File: config.mk
export PLATFORM = sky130hd
export DESIGN_NAME = idma_nd_req_arbiter
export DESIGN_NICKNAME = d
export VERILOG_FILES = /design/src/rtl/idma_nd_req_arbiter.sv
export SDC_FILE = /design/constraint.sdc
export NUM_CORES = 1
export LEC_CHECK = 0
export ABC_CLOCK_PERIOD_IN_PS = 3300
export BUFFER_PORTS_ARGS = -buffer_cell sky130_fd_sc_hd__buf_2
export CAP_MARGIN = 20
export CORE_MARGIN = 4
export CORE_UTILIZATION = 53
export CTS_CLUSTER_SIZE = 24
export DETAILED_ROUTE_END_ITERATION = 10
export PLACE_DENSITY_LB_ADDON = 0.25
export SKIP_CTS_REPAIR_TIMING = 1
export SLEW_MARGIN = 0
export SYNTH_ARGS = -nofsm -noshare
export SYNTH_HDL_FRONTEND = slang
export SYNTH_SLANG_ARGS = --single-unit
File: constraint.sdc
create_clock -name clk_i -period 3.3 [get_ports clk_i]
set_clock_uncertainty 0.2 [all_clocks]
set_input_delay 0.99 -clock clk_i [delete_from_list [all_inputs] [get_ports clk_i]]
set_output_delay 0.99 -clock clk_i [all_outputs]
set_load 0.01 [all_outputs]
File: src/rtl/idma_nd_req_arbiter.sv
// Round-robin arbiter sharing one ND midend among several ND requesters. A grant is held for the
// whole ND transfer, and last-responses are routed back in acceptance order.
module idma_nd_req_arbiter #(
   parameter int unsigned NumInp        = 2,
   parameter int unsigned TrackDepth    = 4,
   parameter type         idma_nd_req_t = logic,
   parameter type         idma_rsp_t    = logic
) (
   input  logic              clk_i,
   input  logic              rst_ni,
   input  idma_nd_req_t      inp_nd_req_i       [NumInp],
   input  logic [NumInp-1:0] inp_nd_req_valid_i,
   output logic [NumInp-1:0] inp_nd_req_ready_o,
   output idma_rsp_t         inp_nd_rsp_o       [NumInp],
   output logic [NumInp-1:0] inp_nd_rsp_valid_o,
   input  logic [NumInp-1:0] inp_nd_rsp_ready_i,
   output idma_nd_req_t      oup_nd_req_o,
   output logic              oup_nd_req_valid_o,
   input  logic              oup_nd_req_ready_i,
   input  idma_rsp_t         oup_nd_rsp_i,
   input  logic              oup_nd_rsp_valid_i,
   output logic              oup_nd_rsp_ready_o,
   output logic              busy_o
);

   localparam int unsigned IdxWidth = $clog2(NumInp);
   localparam int unsigned SumW     = IdxWidth + 1;
   localparam int unsigned CntWidth = $clog2(TrackDepth + 1);
   localparam int unsigned PtrWidth = (TrackDepth > 1) ? $clog2(TrackDepth) : 1;

   localparam logic [0:0] StIdle   = 1'b0;
   localparam logic [0:0] StLocked = 1'b1;

   if (NumInp < 2) begin : gen_num_inp_check
      $fatal(1, "idma_nd_req_arbiter: NumInp must be at least 2");
   end
   if (TrackDepth < 1) begin : gen_track_depth_check
      $fatal(1, "idma_nd_req_arbiter: TrackDepth must be at least 1");
   end

   function automatic logic [IdxWidth-1:0] idx_inc(logic [IdxWidth-1:0] v);
      return (v == IdxWidth'(NumInp - 1)) ? '0 : v + 1'b1;
   endfunction

   function automatic logic [PtrWidth-1:0] ptr_inc(logic [PtrWidth-1:0] v);
      return (v == PtrWidth'(TrackDepth - 1)) ? '0 : v + 1'b1;
   endfunction

   logic [0:0]          state_q, state_d;
   logic [IdxWidth-1:0] rr_q, rr_d;
   logic [IdxWidth-1:0] grant_q, grant_d;
   logic [IdxWidth-1:0] fifo_q [TrackDepth];
   logic [PtrWidth-1:0] wr_ptr_q, rd_ptr_q;
   logic [CntWidth-1:0] count_q, count_d;

   logic                fifo_full, fifo_empty;
   logic                cand_found;
   logic [IdxWidth-1:0] cand_idx;
   logic [SumW-1:0]     scan_sum;
   logic                push, pop, do_write, do_read;
   logic [IdxWidth-1:0] push_idx;
   logic                head_valid;
   logic [IdxWidth-1:0] head_idx;
   logic [NumInp-1:0]   req_ready;
   logic [NumInp-1:0]   rsp_valid;
   logic                rsp_ready;
   logic                oup_valid;

   assign fifo_full  = (count_q == CntWidth'(TrackDepth));
   assign fifo_empty = (count_q == '0);

   // First valid requester at or after rr_q, wrapping at NumInp.
   always_comb begin
      cand_found = 1'b0;
      cand_idx   = '0;
      scan_sum   = '0;
      for (int unsigned off = 0; off < NumInp; off++) begin
         scan_sum = {1'b0, rr_q} + SumW'(off);
         if (scan_sum >= SumW'(NumInp)) begin
            scan_sum = scan_sum - SumW'(NumInp);
         end
         if (!cand_found && inp_nd_req_valid_i[scan_sum[IdxWidth-1:0]]) begin
            cand_found = 1'b1;
            cand_idx   = scan_sum[IdxWidth-1:0];
         end
      end
   end

   always_comb begin
      state_d      = state_q;
      rr_d         = rr_q;
      grant_d      = grant_q;
      req_ready    = '0;
      push         = 1'b0;
      push_idx     = '0;
      oup_nd_req_o = '0;
      oup_valid    = 1'b0;
      case (state_q)
         StIdle: begin
            if (!fifo_full && cand_found) begin
               oup_nd_req_o = inp_nd_req_i[cand_idx];
               oup_valid    = 1'b1;
               if (oup_nd_req_ready_i) begin
                  req_ready[cand_idx] = 1'b1;
                  push                = 1'b1;
                  push_idx            = cand_idx;
                  rr_d                = idx_inc(cand_idx);
               end else begin
                  grant_d = cand_idx;
                  state_d = StLocked;
               end
            end
         end
         StLocked: begin
            // Midend raises ready only on its last burst; hold the grant until then.
            oup_nd_req_o = inp_nd_req_i[grant_q];
            oup_valid    = inp_nd_req_valid_i[grant_q];
            if (oup_valid && oup_nd_req_ready_i) begin
               req_ready[grant_q] = 1'b1;
               push               = 1'b1;
               push_idx           = grant_q;
               rr_d               = idx_inc(grant_q);
               state_d            = StIdle;
            end
         end
         default: state_d = StIdle;
      endcase
   end

   // Fall-through head lets a zero-repetition transfer be answered in its acceptance cycle.
   always_comb begin
      head_valid = ~fifo_empty | push;
      head_idx   = fifo_empty ? push_idx : fifo_q[rd_ptr_q];
      rsp_valid  = '0;
      if (head_valid) begin
         rsp_valid[head_idx] = oup_nd_rsp_valid_i;
      end
      rsp_ready = head_valid & inp_nd_rsp_ready_i[head_idx];
   end

   assign pop      = oup_nd_rsp_valid_i & rsp_ready;
   assign do_write = push & ~(fifo_empty & pop);
   assign do_read  = pop & ~fifo_empty;
   assign count_d  = count_q + CntWidth'(do_write) - CntWidth'(do_read);

   always_comb begin
      for (int i = 0; i < NumInp; i++) begin
         inp_nd_rsp_o[i] = oup_nd_rsp_i;
      end
   end

   assign oup_nd_req_valid_o = rst_ni & oup_valid;
   assign inp_nd_req_ready_o = rst_ni ? req_ready : '0;
   assign inp_nd_rsp_valid_o = rst_ni ? rsp_valid : '0;
   assign oup_nd_rsp_ready_o = rst_ni & rsp_ready;
   assign busy_o             = rst_ni & ((state_q == StLocked) | ~fifo_empty);

   always_ff @(posedge clk_i or negedge rst_ni) begin
      if (!rst_ni) begin
         state_q  <= StIdle;
         rr_q     <= '0;
         grant_q  <= '0;
         wr_ptr_q <= '0;
         rd_ptr_q <= '0;
         count_q  <= '0;
         for (int i = 0; i < TrackDepth; i++) begin
            fifo_q[i] <= '0;
         end
      end else begin
         state_q <= state_d;
         rr_q    <= rr_d;
         grant_q <= grant_d;
         count_q <= count_d;
         if (do_write) begin
            fifo_q[wr_ptr_q] <= push_idx;
            wr_ptr_q         <= ptr_inc(wr_ptr_q);
         end
         if (do_read) begin
            rd_ptr_q <= ptr_inc(rd_ptr_q);
         end
      end
   end

`ifndef SYNTHESIS
   always_ff @(posedge clk_i) begin
      if (rst_ni && oup_nd_rsp_valid_i) begin
         assert (head_valid)
            else $error("idma_nd_req_arbiter: response with no outstanding transfer");
      end
      if (rst_ni && do_write) begin
         assert (!fifo_full || do_read)
            else $error("idma_nd_req_arbiter: tracking FIFO overflow");
      end
   end
`endif

endmodule

* Yosys cells after proc, flatten, opt, wreduce, memory -nomap -nowiden
Cells that the tools add are included.
Widths: inputs -> output; s select.
** Storage, ports and cells
- Word-level logic and storage cells :: 135
- Output and inout bits :: 10
- Input port bits :: 11
- Flip-flop bits (word level) :: 14
** Operators by class
- $add $sub $neg :: 9
- Eq/ne operators :: 6
- Bitwise logic cells :: 19
- Reductions and logical operators :: 12
- Mux-type cells :: 64
- Order comparisons :: 15
** Operator list (count)
- $mux 1 :: 43
- $mux 2 :: 8
- $pmux 1 s2 :: 6
- $lt 1x2->1 const B :: 5
- $and 1x1->1 :: 8
- $logic_and 1x1->1 :: 7
- $ge 2x2->1 const B :: 3
- $ge 3x3->1 const B :: 2
- $not 2->3 :: 2
- $reduce_and 3->1 :: 2
- $add 2x1->2 const B :: 2
- $bwmux 4 :: 1
- $eq 2x2->1 const B :: 2
- $ne 2x2->1 const B :: 2
- $not 1->1 :: 4
- $not 1->2 :: 2
- $pmux 2 s2 :: 1
- $add 3x1->3 :: 1
- $demux 1 s1 :: 3
- $eq 3x3->1 const B :: 1
- $ge 1x1->1 const B :: 3
- $logic_not 3->1 :: 1
- $lt 3x1->1 const B :: 1
- $sub 3x1->3 :: 1
- other kinds (10) :: 14

* Longest topological paths before layout
- Word-level depth :: 21
- Mapped depth :: 12
- Depth with buffers taken out :: 11

* Worst setup path before layout
OpenSTA, ideal clock, no wires.
- Path type :: input-to-reg
- Start point :: in inp_nd_req_valid_i[1]
- End point :: reg count_q[2]
- Library setup time :: 0.123 ns
- Required time :: 2.977 ns
- Setup slack :: -0.075 ns
- Data arrival time :: 3.053 ns
- Path buffers :: 1
- Cell stages on the path :: 11
- Path through :: clkbuf_1 -> a2bb2oi_1 -> nand3_1 -> nor3_2 -> inv_1 -> ha_1 -> inv_1 -> ha_1 -> fa_1 -> xnor2_1 -> xnor2_1
** Between the ends
- Longest elaborated chain between the ends :: 19
- Elaborated cells on any way between the ends :: 33
- Classes of those cells :: add/sub (2); mux (20); bitwise (7); reduce/logical (4)
** RTL lines
- start, declared :: RTL line 12 : input logic [NumInp-1:0] inp_nd_req_valid_i,
- $mux 1 (implied by the code) (2 in series) :: RTL line 82 : if (!cand_found && inp_nd_req_valid_i[scan_sum[IdxWidth-1:0]]) begin
- $mux 1 :: RTL line 82
- $logic_not 1->1 :: RTL line 82
- $logic_and 1x1->1 :: RTL line 82
- $mux 1 :: RTL line 82
- $mux 1 or $logic_and 1x1->1 (tied branches) :: RTL line 103, 100
- $mux 1 :: RTL line 100 : if (!fifo_full && cand_found) begin
- $pmux 1 s2 :: RTL line 98 : case (state_q)
- (+3 left out)
- $and 1x1->1 :: RTL line 138 : rsp_ready = head_valid & inp_nd_rsp_ready_i[head_idx];
- $and 1x1->1 :: RTL line 141 : assign pop = oup_nd_rsp_valid_i & rsp_ready;
- $and 1x1->1 :: RTL line 142 : assign do_write = push & ~(fifo_empty & pop);
- $not 1->1 :: RTL line 142
- $and 1x1->1 :: RTL line 142
- $add 3x1->3 :: RTL line 144 : assign count_d = count_q + CntWidth'(do_write) - CntWidth'(do_read);
- $sub 3x1->3 * :: RTL line 144
- named net count_d[2] :: RTL line 54 : logic [CntWidth-1:0] count_q, count_d;
- end signal, assigned :: RTL line 173 : count_q <= count_d;
- end, declared :: RTL line 54
The timed path passes the listed nets; every way through them passes the cells marked *. The select of a mux whose other input is x is not followed.
A chain may end at the register's enable or synchronous reset.

* Worst setup path in the final report
- Start point :: reg rd_ptr_q[0]
- End point :: out oup_nd_rsp_ready_o
** Between the ends
- Longest elaborated chain between the ends :: 9
** RTL lines
- start, declared :: RTL line 53 : logic [PtrWidth-1:0] wr_ptr_q, rd_ptr_q;
- start signal, assigned :: RTL line 179 : rd_ptr_q <= ptr_inc(rd_ptr_q);
- $not 2->3 (implied by the code) :: RTL line 133 : head_idx = fifo_empty ? push_idx : fifo_q[rd_ptr_q];
- $bmux 1 s2 :: RTL line 133
- $mux 1 (implied by the code) (2 in series) :: RTL line 133
- $mux 1 :: RTL line 133
- $mux 1 (implied by the code) (2 in series) :: RTL line 138
- $and 1x1->1 :: RTL line 138
- $and 1x1->1 :: RTL line 155 : assign oup_nd_rsp_ready_o = rst_ni & rsp_ready;
- end, declared :: RTL line 22 : output logic oup_nd_rsp_ready_o,
Every way passes these cells. The select of a mux whose other input is x is not followed.

==> summary.md <==
| Metric | Value |
|---|---|
| Setup CP Type | reg -> out |
| Met2 wire length | about 940 µm |
| Nets | around 150 |
| Synth Register Bits | 14 |
| Worst setup margin | around 86 ps |
| Sequential fraction of the synthesis area | between 30% and 40% |
| Worst hold path startpoint | fifo_q[3] |
| Largest net degree at the start of global routing | 14 |
| Final worst-path cycle share | 97.4% |
| Gpl congestion | 0.837 |
| TritonCTS buffer count | 3 |
| GRT Overall Usage | about a fifth |
| Cell row count | 15 |
| Layout fillers | 134 |
| Layout Cells excl Fill | 157 |
| Iteration-0 DRC Markers | 9 |
| Syn nets | around 130 |
| Met3 wire len | ~110 µm |
| Share of cells above drive strength 1 | 30.3% |
| Area Overhead vs Synth | 23.5% |
| Arrival @ worst endpoint | 2020 ps |
| DRT antenna net count | 0 |
| Reg2reg path depth | 11 |
| Die X | approximately 52 µm |
| Initial Util | 58.3% |
| Antenna Cells | 0 |
| R2R setup slack | 300 ps |
| IO Port Bufs | 17 |
| Fin. Hold Viols | 0 |
| Final HPWL DP | 1740 µm |
| CTS Buffer Depth | 2 |
| WL met1 | 1010 µm |
| Post-synth EDFFs | 0 |
| # clock sinks | 14 |
| # setup viols final | 0 |
| Slew at the pin closest to its max-slew limit | just under 400 ps |
| RSZ-0062 raised after global routing | yes |
| Crit path time final | 3210 ps |
| Biggest area consumer among synthesized cells | dfrtp_1 |
| Headroom to the max-slew limit | around 73% |
| Post-DR wirelength/cell | 13.4 µm |
| Critical Path RT | 2110 ps |
| Ys async rst share | between 90% and 100% |
| DIE AREA | 2730 µm² |
| CP endpoint kind | output port |
| Main flop type after synthesis | dfrtp_1 |
| Worst IR drop on VDD | 0.428 mV |
| Startpoint types | register |
| Via count | between 800 and 900 |
| Largest cells by area after synthesis | dfrtp_1 34%, mux2_1 8.7%, ha_1 8.4% |
| Cells after Synth | 108 |
| Vias in the first global route | 868 |
| Placement Setup Slack | -147 ps |
| CTS H-tree lvls | 1 |
| Uppermost routed layer | met4 |
| Synth top area share | approximately a third |
| Avg Inst Size Synth | 9.63 µm² |
| CTS tree | built |
| Static leakage | roughly 0.63 nW |
| Crit-path max FO | 4 |
| YS warnings | 0 |
| Fin. max-slew vios | 0 |
| Highest clock rate | approximately 310 MHz |
| Die Ht | 52.3 µm |
| MaxCap Viol Count | 0 |
| Core ar. | 1780 µm² |
| Worst Hold Depth | 1 |
| Post-synthesis cell area | 1040 µm² |
| # DRC | 0 |
| Clk_lat worst skew | around 290 ps |
| Placed Cells | 153 |
| GR Overflow Total | 0 |
| RR Endpoint | count_q[2] |
| Hold Path End | fifo_q[3] |
| TNS Setup | 0 ps |
| R2r startpoint | count_q[1] |
| Status | finished, final reports clean |
| Global-route wire length before repair | 3820 µm |
| 1st-pass router iterations | 4 |
| Hold Path Class | reg -> reg |
| I/O pins | 21 |
| Yosys cell types | 38 |
| Antenna violations before repair | 0 |
| Clk pin slew, worst setup/hold paths | 90 ps |
| Root Driver | clkbuf_4 |
| Vias per cell | 5.50 |
| Routed WL | 2110 µm |
| Power Dens Cells | 779 nW/µm² |
[cell type report]
type / count / area (µm²) / share of cell area (%)
multi-input cells: 78 / 683 / 53.2
flip-flops and latches: 14 / 350 / 27.3
repair buffers: 24 / 138 / 10.7
inverters: 12 / 45.0 / 3.51
well taps: 25 / 31.3 / 2.44
clock buffers: 4 / 36.3 / 2.83
[power by group]
group | leakage [nW] | total [W] | internal, W | switching (W)
Combinational | 0.436 | 0.000530 | 0.000266 | 0.000264
Clock | 0.0210 | 0.000124 | 0.0000673 | 0.0000568
Sequential | 0.170 | 0.000346 | 0.000252 | 0.0000938
[worst max-delay path by stage]
stage,slack [ps],endpoint,start,cells after the start
final,90,oup_nd_rsp_ready_o,rd_ptr_q[0],6
after floorplan,40,count_q[2],inp_nd_req_valid_i[0],11
after detailed placement,-150,count_q[2],inp_nd_req_valid_i[0],12
after CTS,-110,oup_nd_rsp_ready_o,inp_nd_req_valid_i[0],7
after global placement,-50,count_q[2],inp_nd_req_valid_i[0],12
after global routing,-20,oup_nd_rsp_ready_o,rd_ptr_q[0],6
[cells by family after synthesis]
kind of cell	count (synthesis)	share of synthesized area (%)
AO/OA/AOI/OAI	17	11.3
buffers and inverters	16	6.62
AND/OR/NAND/NOR	38	21.7
multiplexers	13	14.7
XOR/XNOR	2	1.69
flip-flops	14	33.7
adder cells (fa/ha/maj)	8	10.3
[registers in the layout (all words and copies together), names as in the netlist]
register and flops:
state_q 1, fifo_q 4, wr_ptr_q 2, rr_q 1, count_q 3, grant_q 1, rd_ptr_q 2
[stage by stage]
| stage | hold slack (ps) | instance area (µm²) | total power [W] | utilization (%) |
|---|---|---|---|---|
| final | 300 | 1280 | 0.00100 | 72.0 |
| after global routing | 330 | 1280 | 0.00109 | 72.0 |
| after CTS | 305 | 1230 | 0.000953 | 69.1 |
| after detailed placement | 284 | 1200 | 0.000828 | 67.1 |
| after global placement | 273 | 1200 | 0.000799 | 67.1 |
| after floorplan | 252 | 1050 | 0.000692 | - |
[synth_stat cells, types with 2 or more instances]
library cell / number
dfrtp_1: 14
inv_1: 12
mux2_1: 8
ha_1: 7
nand2_1: 7
and2_1: 5
nor2_1: 5
mux2i_1: 4
nor4_1: 4
a21oi_1: 3
and3_1: 3
nand3_1: 3
o21ai_0: 3
a31oi_1: 2
buf_4: 2
nor3_1: 2
nor3_2: 2
xnor2_1: 2
[routing by layer]
metal | vias up | track usage, %
li1 | 430 | -
met4 | 0 | 9.36
met5 | - | 0
met2 | 25 | 28.7
met3 | 5 | 2.85
met1 | 404 | 25.4
[critical path, stage by stage, from the launching register on]
cell and delay [ps]:
dfrtp_1 410, mux4_2 550, and2_4 190, a31oi_4 170, mux2i_1 230, nor2_1 60, buf_2 140
[cells in the final DEF, fill, tap and decap left out, types with 2 or more instances in the layout]
cell / instances
inv_1: 12
nor2_1: 5
o21ai_1: 2
mux2_1: 8
xnor2_1: 2
and2_1: 3
buf_4: 7
and3_1: 3
dfrtp_1: 14
clkbuf_4: 3
ha_1: 7
buf_2: 17
nor4_1: 4
nor3_1: 2
o21ai_0: 2
mux2i_1: 4
nand2_1: 7
a21oi_1: 3
nor3_2: 2
nand3_1: 2
(Power assumes the default switching activity.)
